File: config.mk
export PLATFORM = sky130hd
export DESIGN_NAME = mem_arbiter
export DESIGN_NICKNAME = d
export VERILOG_FILES = /design/src/rtl/mem_arbiter.sv
export SDC_FILE = /design/constraint.sdc
export NUM_CORES = 1
export LEC_CHECK = 0
export CORE_UTILIZATION = 40
export DETAILED_ROUTE_END_ITERATION = 10
export GPL_ROUTABILITY_DRIVEN = 0
export MAX_ROUTING_LAYER = met4
export PLACE_DENSITY = 0.9
export SLEW_MARGIN = 0
export SYNTH_ARGS = -nofsm -noshare
export SYNTH_HDL_FRONTEND = slang
export SYNTH_SLANG_ARGS = --single-unit
File: constraint.sdc
create_clock -name clk -period 2.25 [get_ports clk]
set_clock_uncertainty 0.2 [all_clocks]
set_input_delay 0.3375 -clock clk [delete_from_list [all_inputs] [get_ports clk]]
set_output_delay 0.3375 -clock clk [all_outputs]
set_load 0.03 [all_outputs]
File: src/rtl/mem_arbiter.sv
// rtl/mem_arbiter.sv - single-port memory arbiter between instruction fetch and data access
// Data wins contention unless it won last time; halt blocks only new fetch grants.
module mem_arbiter #(
   parameter int ADDR_W = 16,
   parameter int DATA_W = 16
) (
   input  logic              clk,
   input  logic              rst,
   input  logic              if_req,
   input  logic [ADDR_W-1:0] if_addr,
   output logic [DATA_W-1:0] if_rdata,
   output logic              if_done,
   output logic              if_stall,
   input  logic              d_rd,
   input  logic              d_wr,
   input  logic [ADDR_W-1:0] d_addr,
   input  logic [DATA_W-1:0] d_wdata,
   output logic [DATA_W-1:0] d_rdata,
   output logic              d_done,
   output logic              d_stall,
   input  logic              hlt,
   output logic              mem_en,
   output logic              mem_wr,
   output logic [ADDR_W-1:0] mem_addr,
   output logic [DATA_W-1:0] mem_wdata,
   input  logic [DATA_W-1:0] mem_rdata,
   input  logic              mem_valid
);

   typedef enum logic [1:0] {IDLE, D_BUSY, F_BUSY, DONE} state_t;

   state_t            state_q, state_d;
   logic              last_grant_data_q, last_grant_data_d;
   logic              mem_en_q, mem_en_d;
   logic              mem_wr_q, mem_wr_d;
   logic [ADDR_W-1:0] mem_addr_q, mem_addr_d;
   logic [DATA_W-1:0] mem_wdata_q, mem_wdata_d;
   logic [DATA_W-1:0] if_rdata_q, if_rdata_d;
   logic [DATA_W-1:0] d_rdata_q, d_rdata_d;
   logic              if_done_q, if_done_d;
   logic              d_done_q, d_done_d;

   logic data_pend, fetch_pend, grant_data, grant_fetch;

   always_comb begin
      data_pend   = d_rd | d_wr;
      fetch_pend  = if_req & ~hlt;
      // Round-robin tie-break: data loses only if it also won the previous grant
      grant_data  = data_pend & (~fetch_pend | ~last_grant_data_q);
      grant_fetch = fetch_pend & ~grant_data;

      state_d           = state_q;
      last_grant_data_d = last_grant_data_q;
      mem_en_d          = 1'b0;
      mem_wr_d          = mem_wr_q;
      mem_addr_d        = mem_addr_q;
      mem_wdata_d       = mem_wdata_q;
      if_rdata_d        = if_rdata_q;
      d_rdata_d         = d_rdata_q;
      if_done_d         = 1'b0;
      d_done_d          = 1'b0;

      case (state_q)
         IDLE: begin
            if (grant_data) begin
               state_d           = D_BUSY;
               last_grant_data_d = 1'b1;
               mem_en_d          = 1'b1;
               mem_wr_d          = d_wr;
               mem_addr_d        = d_addr;
               mem_wdata_d       = d_wdata;
            end else if (grant_fetch) begin
               state_d           = F_BUSY;
               last_grant_data_d = 1'b0;
               mem_en_d          = 1'b1;
               mem_wr_d          = 1'b0;
               mem_addr_d        = if_addr;
               mem_wdata_d       = '0;
            end
         end
         D_BUSY: begin
            if (mem_valid) begin
               state_d  = DONE;
               d_done_d = 1'b1;
               if (!mem_wr_q) d_rdata_d = mem_rdata;
            end
         end
         F_BUSY: begin
            if (mem_valid) begin
               state_d    = DONE;
               if_done_d  = 1'b1;
               if_rdata_d = mem_rdata;
            end
         end
         DONE:    state_d = IDLE;
         default: state_d = IDLE;
      endcase
   end

   always_ff @(posedge clk) begin
      if (rst) begin
         state_q           <= IDLE;
         last_grant_data_q <= 1'b0;
         mem_en_q          <= 1'b0;
         mem_wr_q          <= 1'b0;
         mem_addr_q        <= '0;
         mem_wdata_q       <= '0;
         if_rdata_q        <= '0;
         d_rdata_q         <= '0;
         if_done_q         <= 1'b0;
         d_done_q          <= 1'b0;
      end else begin
         state_q           <= state_d;
         last_grant_data_q <= last_grant_data_d;
         mem_en_q          <= mem_en_d;
         mem_wr_q          <= mem_wr_d;
         mem_addr_q        <= mem_addr_d;
         mem_wdata_q       <= mem_wdata_d;
         if_rdata_q        <= if_rdata_d;
         d_rdata_q         <= d_rdata_d;
         if_done_q         <= if_done_d;
         d_done_q          <= d_done_d;
      end
   end

   assign mem_en    = mem_en_q;
   assign mem_wr    = mem_wr_q;
   assign mem_addr  = mem_addr_q;
   assign mem_wdata = mem_wdata_q;
   assign if_rdata  = if_rdata_q;
   assign d_rdata   = d_rdata_q;
   assign if_done   = if_done_q;
   assign d_done    = d_done_q;
   assign if_stall  = if_req & ~if_done_q;
   assign d_stall   = (d_rd | d_wr) & ~d_done_q;

endmodule
==> key figures <==
Setup path
  • Data arrival, critical path: approximately 1400 ps
  • Worst path top cell family by delay: buffers and inverters
  • Crit-path max FO: 4
  • CP Capture Type: output pin
  • Startpoint Class: flop
  • CP max-delay cell: clkdlybuf4s50_1
  • Worst path max stage delay: 720 ps
  • Critical-path cell list: clkdlybuf4s50_1
  • Critical path data required time: 1710 ps
  • Crit path buffers/inverters: 1
  • Crit Path Category: flop to output pin

Global route
  • Congestion Overflow GR: 0
  • Pin count of the biggest net entering global routing: between 40 and 50
  • Initial antenna violation count: 0
  • GRT Util Overall: 21.8%
  • First-pass GRT wire length: ~12000 um
  • Number of global-route vias before repair: ~2700

Placed design
  • Post-DP HPWL: ~5600 um
  • I/O Buffers: 140
  • Placed Instances: approximately 530
  • Placed Area: approximately 0.0042 sq mm

Final layout
  • Antenna Cells: 0
  • Commonest non-fill, non-tap cells in the layout: 137 x clkdlybuf4s50_1, 84 x nand2_1, 71 x dfxtp_1, 51 x a21oi_1, 42 x nor2_1
  • Layout area overhead: 59.1%
  • Post-route cell area: between 0.004 and 0.005 sq mm
  • Most common cell after layout, fill and taps aside: clkdlybuf4s50_1
  • Nets: between 500 and 600
  • Layout cell share with drive strength beyond 1: 9.40%
  • Fin cells: ~550

Power and ir drop
  • Power per cell area: 1100 mW/mm^2
  • Peak VDD IR: about 560 uV
  • Leakage power: about 1.6 nW
  • Power, Total: approximately 4.9 mW

Min path
  • Worst min path class: primary input to flop

Timing
  • Max-slew violation count: 0
  • WHS: approximately 220 ps
  • Hold Vio Cnt, Final: 0
  • Fmax: a little over 0.5 GHz
  • Post-layout min period: 1980 ps
  • Fin crit share: 87.8%
  • Slew @ Worst Pin: 677 ps
  • Setup violators final: 0
  • RSZ-0062 raised after global routing: no
  • Slew headroom: roughly 55%

Outcome
  • Status: finished clean

Drt
  • Iteration-0 DRC Markers: 81
  • First-pass DRT Iterations: 4
  • Wirelength per Cell: roughly 14 um
  • Antenna viol nets, final: 0
  • DR vias/cell: about 5.0
  • Residual DRC count: 0
  • Total wire length: about 7700 um
  • Via Count: between 2000 and 3000

Synth
  • YS warnings: 0
  • Synth Area in Simple Gates: about a fifth
  • Cell variety after synth: 29
  • Mean post-synth cell area: roughly 8.5 sq um
  • Synth top area cells: dfxtp_1 51%, nand2_1 11%, a21oi_1 9.2%
  • Mux share of post-synthesis cell area: 0.766%
  • Area fraction in compound gates after synthesis: 21.8%
  • Main combinational cell family by area after synthesis: compound AO/OA/AOI/OAI gates
  • Adder-Cell Fraction of Synth Area: under 10%
  • Area leader, netlist: dfxtp_1
  • Post-synthesis cell count: ~330
  • FF+latch count, synth: just over 70
  • Synth Net Count: 402
  • Sequential-to-total area share from yosys stat: about half
  • Mapped cell area: approximately 0.0028 sq mm
  • Xor/xnor cell area share of the yosys netlist: 0%
  • Top cell type's share of synthesized area: ~50%

Clock network
  • Buffer depth of the longest clock path: 2
  • Clk Latency, worst-skew pair: roughly 330 ps
  • H-tree depth: 3
  • CTS tree: built
  • Worst-path clk slew: approximately 80 ps
  • Hold-fix buffer count after cts: 0
  • Post-CTS resize count: 0
  • Setup bufs post-CTS: 0
  • TritonCTS Sinks: 71
  • Clock Tree Root: clkbuf_8
  • Num CTS Buffers: 9

Die
  • Die H: 85.3 um
  • Row count: 30
  • Die span in x: approximately 85 um
  • IO Pins: around 140
  • Starting Density: 41.1%
  • Core area: approximately 0.0068 sq mm
  • Die Area: around 0.0073 sq mm

Job
  • Total of max-cap violations: 0
-- synthesized netlist by cell type --
cell,number
nor2b_1,2
o21ai_4,1
or2_2,1
a211oi_1,5
ha_1,4
o21bai_1,1
a21oi_1,51
o21a_1,1
nor2_1,42
and2b_4,1
nand3b_1,1
nand2b_1,1
buf_6,4
a22oi_1,17
mux2_2,1
buf_1,1
clkbuf_1,10
or2_1,1
dfxtp_1,71
inv_1,2
and2_1,1
nand3_1,1
and3_1,1
a21oi_2,2
mux2i_1,1
a211oi_2,11
buf_2,6
buf_4,2
nand2_1,84
-- cells by family (layout without fill, tap and decap cells) --
| group | count (synthesis) | after routing |
|---|---|---|
| and+or+nand+nor | 136 | 136 |
| adders and majority gates | 4 | 4 |
| buffers and inverters | 25 | 166 |
| DFF | 71 | 71 |
| muxes | 2 | 2 |
| AOI/OAI and AO/OA | 89 | 89 |
-- flip-flops by register name, summed over array words and instances (netlist names) --
signal,count
mem_wr,1
if_rdata,16
if_done,1
d_done,1
d_rdata,16
state_q,2
mem_wdata,16
last_grant_data_q,1
mem_addr,16
mem_en,1
-- final timing paths --
check	slack (ps)	to	depth (start not counted)	from
setup / recovery	270	mem_wr	1	mem_wr$_SDFFE_PP0P_
hold / removal	220	mem_wdata[5]$_SDFFE_PP0P_	2	rst
setup reg to reg	330	mem_wdata[11]$_SDFFE_PP0P_	5	state_q[1]$_SDFFE_PP0P_
hold reg to reg	260	d_rdata[0]$_SDFFE_PP0P_	2	d_rdata[0]$_SDFFE_PP0P_
-- power by group --
group	total (mW)	switching [mW]	internal, mW	leakage (nW)
Combinational	2.17	1.27	0.904	0.947
Sequential	1.69	0.153	1.54	0.582
Clock	1.01	0.492	0.514	0.0956
-- stage by stage --
stage	utilization, %	worst slack [ps]	TNS, ps
global placement	62.5	110	0
CTS	65.4	262	0
global route	65.4	128	0
detailed placement	62.5	-5.81	-5.81
floorplan	-	587	0
finish	65.4	274	0
-- metal layers --
| layer | vias to the layer above | track usage (%) | share of wire (%) |
|---|---|---|---|
| met5 | - | - | 0 |
| met4 | 0 | 8.48 | 0.99 |
| met3 | 7 | 5.84 | 7.1 |
| met2 | 89 | 36.8 | 50 |
| met1 | 1275 | 24.6 | 42 |
| li1 | 1363 | - | - |
-- cell type report --
| cell class | instances | area (sq um) |
|---|---|---|
| Tap cell | 80 | 100 |
| Sequential cell | 71 | 1420 |
| Timing Repair Buffer | 148 | 1480 |
| Multi-Input combinational cell | 231 | 1220 |
| Fill cell | 576 | 2340 |
| Clock inverter | 7 | 72.6 |
| Inverter | 2 | 7.51 |
| Clock buffer | 9 | 124 |
No activity file was read; power rests on OpenSTA's default activity.
